## src/rtl/cp0_unit_pkg.sv

```systemverilog
// cp0_unit_pkg
// Shared pipeline definitions for the coprocessor-0 block: CP0 register
// numbers, exception codes, the default exception entry vector, the
// writable-bit mask of the Status register and the EPC helper.
// Ports: none (package).
package cp0_unit_pkg;

  // CP0 register numbers used by mtc0/mfc0
  localparam logic [4:0] CP0_REG_SR    = 5'd12;
  localparam logic [4:0] CP0_REG_CAUSE = 5'd13;
  localparam logic [4:0] CP0_REG_EPC   = 5'd14;
  localparam logic [4:0] CP0_REG_PRID  = 5'd15;

  // Exception codes carried down the pipeline; 0 doubles as "none" on excode_m
  localparam logic [4:0] EXC_NONE = 5'd0;
  localparam logic [4:0] EXC_INT  = 5'd0;
  localparam logic [4:0] EXC_ADEL = 5'd4;
  localparam logic [4:0] EXC_ADES = 5'd5;
  localparam logic [4:0] EXC_RI   = 5'd10;
  localparam logic [4:0] EXC_OV   = 5'd12;

  localparam logic [31:0] HANDLER_PC_DEFAULT = 32'h0000_4180;

  // Status bits that exist: IM[15:10], EXL[1], IE[0]
  localparam logic [31:0] SR_WMASK = 32'h0000_FC03;

  // Return address: word-aligned PC, backed up one word for a delay slot so
  // eret re-executes the branch.
  function automatic logic [31:0] exc_epc(input logic [31:0] pc, input logic bd);
    logic [31:0] pc_al;
    pc_al = pc & 32'hFFFF_FFFC;
    return bd ? (pc_al - 32'd4) : pc_al;
  endfunction

endpackage

```

## src/rtl/cp0_unit_irq_arb.sv

```systemverilog
// cp0_irq_arb
// Combinational interrupt/exception arbiter for CP0.
// Inputs : hwint (raw interrupt lines), im/ie/exl (Status fields),
//          excode (M-stage exception code, 0 = none).
// Outputs: int_req, exc_req, req (either taken), exccode_sel (code to latch
//          into Cause; interrupts win over exceptions).
module cp0_irq_arb
  import cp0_unit_pkg::*;
(
  input  logic [5:0] hwint,
  input  logic [5:0] im,
  input  logic       ie,
  input  logic       exl,
  input  logic [4:0] excode,
  output logic       int_req,
  output logic       exc_req,
  output logic       req,
  output logic [4:0] exccode_sel
);

  always_comb begin
    int_req     = (|(hwint & im)) & ie & ~exl;
    exc_req     = (excode != EXC_NONE) & ~exl;
    req         = int_req | exc_req;
    exccode_sel = int_req ? EXC_INT : excode;
  end

endmodule

```

## src/rtl/cp0_unit.sv

```systemverilog
// cp0_unit
// MIPS-style coprocessor 0: Status (12), Cause (13), EPC (14), PRId (15).
// Takes interrupts/exceptions from the M stage, records EPC/Cause, and
// provides the eret return address.
// Ports:
//   clk, reset (sync, active-low)
//   we, cp0_addr, din      : mtc0 write
//   dout                   : mfc0 read data (combinational, pre-edge state)
//   pc_m, bd_m, excode_m   : M-stage instruction info
//   hwint                  : level-sensitive interrupt lines
//   eret                   : eret in M stage
//   req                    : exception/interrupt taken this cycle (comb.)
//   epc_out                : eret target, bypassing a same-cycle EPC write
//   handler_pc             : constant entry vector
module cp0_unit
  import cp0_unit_pkg::*;
#(
  parameter logic [31:0] PRID_VAL   = 32'h0000_4350,
  parameter logic [31:0] HANDLER_PC = HANDLER_PC_DEFAULT
) (
  input  logic        clk,
  input  logic        reset,
  input  logic        we,
  input  logic [4:0]  cp0_addr,
  input  logic [31:0] din,
  output logic [31:0] dout,
  input  logic [31:0] pc_m,
  input  logic        bd_m,
  input  logic [4:0]  excode_m,
  input  logic [5:0]  hwint,
  input  logic        eret,
  output logic        req,
  output logic [31:0] epc_out,
  output logic [31:0] handler_pc
);

  // Status fields
  logic [5:0]  im_q, im_d;
  logic        exl_q, exl_d;
  logic        ie_q, ie_d;
  // Cause fields
  logic        bd_q, bd_d;
  logic [5:0]  ip_q, ip_d;
  logic [4:0]  exccode_q, exccode_d;
  // EPC
  logic [31:0] epc_q, epc_d;

  logic [4:0]  excode_gated;
  logic        int_req_unused;
  logic        exc_req_unused;
  logic [4:0]  exccode_sel;

  // A stale exception code in the pipeline must not fire while in reset.
  assign excode_gated = reset ? excode_m : EXC_NONE;

  cp0_irq_arb u_arb (
    .hwint       (hwint),
    .im          (im_q),
    .ie          (ie_q),
    .exl         (exl_q),
    .excode      (excode_gated),
    .int_req     (int_req_unused),
    .exc_req     (exc_req_unused),
    .req         (req),
    .exccode_sel (exccode_sel)
  );

  assign handler_pc = HANDLER_PC;

  // Let eret in the same cycle as an mtc0 EPC use the freshly written value.
  assign epc_out = (we && (cp0_addr == CP0_REG_EPC)) ? din : epc_q;

  always_comb begin
    dout = 32'd0;
    case (cp0_addr)
      CP0_REG_SR:    dout = {16'd0, im_q, 8'd0, exl_q, ie_q};
      CP0_REG_CAUSE: dout = {bd_q, 15'd0, ip_q, 3'd0, exccode_q, 2'd0};
      CP0_REG_EPC:   dout = epc_q;
      CP0_REG_PRID:  dout = PRID_VAL;
      default:       dout = 32'd0;
    endcase
  end

  always_comb begin
    im_d      = im_q;
    exl_d     = exl_q;
    ie_d      = ie_q;
    bd_d      = bd_q;
    exccode_d = exccode_q;
    epc_d     = epc_q;
    // Pending lines are always visible, even while EXL masks them.
    ip_d      = hwint;

    if (req) begin
      // Exception entry wins over any coincident mtc0/eret.
      exl_d     = 1'b1;
      exccode_d = exccode_sel;
      bd_d      = bd_m;
      epc_d     = exc_epc(pc_m, bd_m);
    end else begin
      if (eret) begin
        exl_d = 1'b0;
      end
      if (we) begin
        case (cp0_addr)
          CP0_REG_SR: begin
            im_d  = din[15:10];
            exl_d = din[1];
            ie_d  = din[0];
          end
          CP0_REG_EPC: epc_d = din;
          default: ;
        endcase
      end
    end
  end

  always_ff @(posedge clk) begin
    if (!reset) begin
      im_q      <= 6'd0;
      exl_q     <= 1'b0;
      ie_q      <= 1'b0;
      bd_q      <= 1'b0;
      ip_q      <= 6'd0;
      exccode_q <= 5'd0;
      epc_q     <= 32'd0;
    end else begin
      im_q      <= im_d;
      exl_q     <= exl_d;
      ie_q      <= ie_d;
      bd_q      <= bd_d;
      ip_q      <= ip_d;
      exccode_q <= exccode_d;
      epc_q     <= epc_d;
    end
  end

endmodule

```

## config.mk

```make
export PLATFORM = sky130hd
export DESIGN_NAME = cp0_unit
export DESIGN_NICKNAME = d
export VERILOG_FILES = /design/src/rtl/cp0_unit_pkg.sv /design/src/rtl/cp0_unit_irq_arb.sv /design/src/rtl/cp0_unit.sv
export SDC_FILE = /design/constraint.sdc
export NUM_CORES = 1
export LEC_CHECK = 0
export ABC_AREA = 1
export BUFFER_PORTS_ARGS = -buffer_cell sky130_fd_sc_hd__clkbuf_2
export CAP_MARGIN = 20
export CORE_ASPECT_RATIO = 1.1
export CORE_MARGIN = 2
export CORE_UTILIZATION = 47
export CTS_CLUSTER_SIZE = 20
export DETAILED_ROUTE_END_ITERATION = 12
export PLACE_DENSITY = 0.82
export SLEW_MARGIN = 5
export SYNTH_ARGS = -nofsm -noshare
export SYNTH_HDL_FRONTEND = slang
export SYNTH_HIERARCHICAL = 1
export SYNTH_SLANG_ARGS = --single-unit
export TNS_END_PERCENT = 20
```

## constraint.sdc

```tcl
create_clock -name clk -period 3.23 [get_ports clk]
set_clock_uncertainty 0.1 [all_clocks]
set_input_delay 0.8075 -clock clk [delete_from_list [all_inputs] [get_ports clk]]
set_output_delay 0.8075 -clock clk [all_outputs]
set_load 0.03 [all_outputs]
```

# Word level (Yosys, flattened, before mapping)

Index checks and enable logic that the tools add are counted.

Logic and storage cells: 38
Input port bits: 85
Bits in registers: 52
Output and inout bits: 97

Muxes and demuxes: 12
Add/subtract/negate cells: 1
Equality and inequality tests: 4
Bitwise logic cells: 7
Reduce and logical (&&, ||, !) cells: 7

Operator list:

| cell                                                                  | count |
|---|---|
| 32-bit two-way mux                                                    | 5 |
| 32-bit one-hot mux with 4 select lines                                | 1 |
| 32-bit by 3-bit subtractor with 32-bit output (second input constant) | 1 |
| 5-bit by 4-bit == test with 1-bit output (second input constant)      | 4 |
| 5-bit two-way mux                                                     | 2 |
| 6-bit bitwise AND                                                     | 1 |
| 6-bit OR reduction                                                    | 1 |
| 5-bit nonzero test                                                    | 1 |
| 1-bit two-way mux                                                     | 4 |
| 2-bit nonzero test                                                    | 2 |
| 1-bit bitwise AND                                                     | 3 |
| 3-bit AND reduction                                                   | 1 |
| 1-bit NOT                                                             | 2 |
| 2-bit AND reduction                                                   | 1 |
| 1-bit logical AND                                                     | 1 |
| 1-bit bitwise OR                                                      | 1 |

# Logic depth before layout (Yosys ltp)

Depth in word-level cells: 7
Gate-level depth with buffers: 13
Gate-level depth less buffers: 12

# Cells and area by module

The synthesis kept the hierarchy.

By module, submodules not included:

| module      | area an instance (µm²) | times used | cells each |
|---|---|---|---|
| cp0_unit    | 3,577.2                | 1          | 595 |
| cp0_irq_arb | 136.4                  | 1          | 32 |

# Worst setup path before layout

Ideal clock, no wire load.

Kind: input -> output
From: input cp0_addr[0]
To: output dout[1]
Cell stages on the path: 4
Required time: 2,322 ps
Data arrival time: 1,965 ps
Setup slack: 358 ps
Buffers on the path: 1
Cell sequence: nor2_2 -> nand2_2 -> clkbuf_1 -> o21ai_0

Word-level cells in the longest chain between the ends: 2

Ends and longest elaborated chain:

| item                                       | line           | text |
|---|---|---|
| from (decl)                                | cp0_unit.sv:24 | `input logic [4:0] cp0_addr,` |
| 5-bit by 4-bit == test with 1-bit output   | cp0_unit.sv:75 | `case (cp0_addr)` |
| 32-bit one-hot mux with 4 select lines (*) | cp0_unit.sv:75 |  |
| to (decl)                                  | cp0_unit.sv:26 | `output logic [31:0] dout,` |

Mark *: on every way between the ends. The rest lies on a longest branch, timed or not.

# Worst setup path in the final report

From: input cp0_addr[0]
To: output epc_out[2]

Word-level cells in the longest chain between the ends: 3

Ends and longest elaborated chain:

| item                                     | line           | text |
|---|---|---|
| 5-bit by 4-bit == test with 1-bit output | cp0_unit.sv:71 | `assign epc_out = (we && (cp0_addr == CP0_REG_EPC)) ? din : epc_q;` |
| 1-bit logical AND                        | cp0_unit.sv:71 |  |
| 32-bit two-way mux                       | cp0_unit.sv:71 |  |
| to (decl)                                | cp0_unit.sv:33 | `output logic [31:0] epc_out,` |

Every way passes these cells.

==> summary.md <==
| Metric | Value |
|---|---|
| Max rail drop VDD | `0.2139 mV` |
| Final ANT Viol Nets | `0` |
| Setup Viol. Count Final | `0` |
| Gpl congestion | `0.9065` |
| Final Hold Violating Endpoints | `0` |
| FP Rows | `33` |
| Sequential share of power | `0.434` |
| RSZ-0062 raised after global routing | `no` |
| H-tree depth | `2` |
| Vias in the first global route | `3777` |
| Via count | `4168` |
| CTS Hold Bufs | `0` |
| Port Buf Inserts | `147` |
| Ys Warns | `6` |
| Worst-path clk slew | `0.09 ns` |
| Final min period | `3.014 ns` |
| Overall Global Routing Usage | `0.2410` |
| Congestion Overflow GR | `0` |
| Initial antenna violation count | `0` |
| WHS | `0.3752 ns` |
| Vias per cell | `4.785` |
| Core area | `0.007556 mm2` |
| Skew-Pair Late Insertion Delay | `0.31 ns` |
| Wire length per cell | `12.15 um` |
| CP startpoint kind | `input port` |
| Ant. Diodes | `0` |
| Crit path max fanout | `60` |
| WP data arrival | `2.11 ns` |
| Mapped Area | `0.003706 mm2` |
| Hold Path Class | `flop to flop` |
| Maximum buffer depth of the clock tree | `2` |
| Die H | `97.14 um` |
| Final Power | `1.627 mW` |
| Post-Synthesis Cells | `625` |
| Starting Density | `0.4905` |
| Outcome | `completed` |
| Tcrit/Tclk final | `0.9331` |
| Fin nets | `851` |
| Die area | `0.008612 mm2` |
| CP required | `2.32 ns` |
| Chip width | `88.67 um` |
| Num CTS Buffers | `5` |
| Largest net degree at the start of global routing | `61` |
| First-pass DRT Iterations | `6` |
| Detail Placement HPWL | `8.570 mm` |
| Final WL | `10.58 mm` |
| Slew margin rel. | `0.5487` |
| CP Class | `input port to primary output` |
| Num Clock Sinks | `52` |
| Switching share of power | `0.3538` |
| Reg area | `0.001041 mm2` |
| First-pass GRT wire length | `16.93 mm` |
| Max-cap violations | `0` |
| Gate power share | `0.291` |
| Post-Syn Area per Cell | `5.930 um2` |
| Postcts setup bufs | `0` |
| Cell Pwr Density | `360.5 mW/mm2` |
| Io pins | `182` |
| Remaining DRCs | `0` |
| Critical Path End Type | `primary output` |
| Int Pwr | `1.051 mW` |
| Layout area overhead | `21.78%` |
| Cells after DPL | `863` |
| Pleak | `2.375 nW` |
| Switching power total | `575.6 uW` |
| Area of the multi-input gates | `0.002016 mm2` |
| Finished Layout Cells | `871` |
| Post-CTS sizing | `0` |
| Layout cells sized above 1 | `0.2428` |
| Drt first-iter violations | `189` |
| CTS root buffer | `clkbuf_8` |
| Clock power share | `0.274` |
| Fillers | `767` |
| CTS tree | `yes` |
| Max-slew violations | `0` |
| Worst-Margin Slew | `0.6762 ns` |
| Max Fclk | `331.8 MHz` |
| Post-route setup TNS | `0 ns` |
[sequential cells by signal (all words and copies together), names as in the netlist]
register	cells
exl_q	1
ie_q	1
ip_q	6
im_q	6
exccode_q	5
epc_q	32
bd_q	1
[layout by cell type (no fill, tap or decap), types with 2 or more instances in the layout]
master    count
a211oi_1      2
clkbuf_2    147
conb_1       32
inv_1       110
a21o_1        2
nand3_1      24
nor2_1       57
buf_4         5
o21ai_1       6
nand3_2       2
dfxtp_1      52
clkbuf_8      5
nand2_1     174
o211ai_1      6
o221ai_1      2
o22ai_1       2
nand4_1       8
inv_2         2
nor2_2        9
nand2_2       7
xnor2_1       2
a21oi_1      26
nor2_4        3
o21ai_0      62
nor3_1        6
[critical path, cell delays in order]
cell	delay, ns
clkbuf_2	0.10
nor2_2	0.17
nand2_2	0.11
nor2_4	0.11
buf_12	0.25
mux2_1	0.37
clkbuf_2	0.19
[worst paths after layout]
kind	endpoint	cells after the start	from	slack (ns)
setup / recovery	epc_out[2]	7	cp0_addr[0]	0.22
hold / removal	bd_q$_SDFFE_PN0P_	2	bd_q$_SDFFE_PN0P_	0.38
setup reg to reg	epc_q[12]$_SDFFE_PN0P_	10	im_q[2]$_SDFFE_PN0P_	1.27
hold reg to reg	bd_q$_SDFFE_PN0P_	2	bd_q$_SDFFE_PN0P_	0.38
[power groups by stage]
| stage | registers (mW) | clock network (mW) | logic (mW) |
|---|---|---|---|
| global placement | 0.721 | 0 | 0.464 |
| finish | 0.707 | 0.446 | 0.474 |
| CTS | 0.707 | 0.451 | 0.471 |
| detailed placement | 0.722 | 0 | 0.469 |
| floorplan | 0.717 | 0 | 0.342 |
| global route | 0.711 | 0.481 | 0.521 |
[area by class of cell]
class                   count  share of cell area
clock buffers               5             0.01525
clock inverters             3            0.009426
inverters                 112             0.09315
multi-input cells         441              0.4466
flip-flops and latches     52              0.2307
well taps                 105             0.02911
repair buffers            153              0.1758
[through the flow]
| stage | cell area (um2) | utilization | setup WS [ns] |
|---|---|---|---|
| 2_1_floorplan | 3819 | - | 0.3575 |
| 3_3_place_gp | 4402 | 0.5825 | 0.2432 |
| 6_report | 4513 | 0.5973 | 0.2160 |
| 5_1_grt | 4513 | 0.5973 | 0.07572 |
| 3_5_place_dp | 4402 | 0.5825 | 0.2197 |
| 4_1_cts | 4513 | 0.5973 | 0.2118 |
[per-layer routing]
metal | part of all wire | wire length (um) | vias to the layer above | track usage
met5 | 0 | 0 | - | 0
met4 | 0.022 | 238 | 0 | 0.08042
met3 | 0.064 | 673 | 26 | 0.02889
met2 | 0.48 | 5106 | 169 | 0.3932
met1 | 0.43 | 4565 | 1818 | 0.3252
li1 | - | - | 2155 | -
No activity file was read; power rests on OpenSTA's default activity.
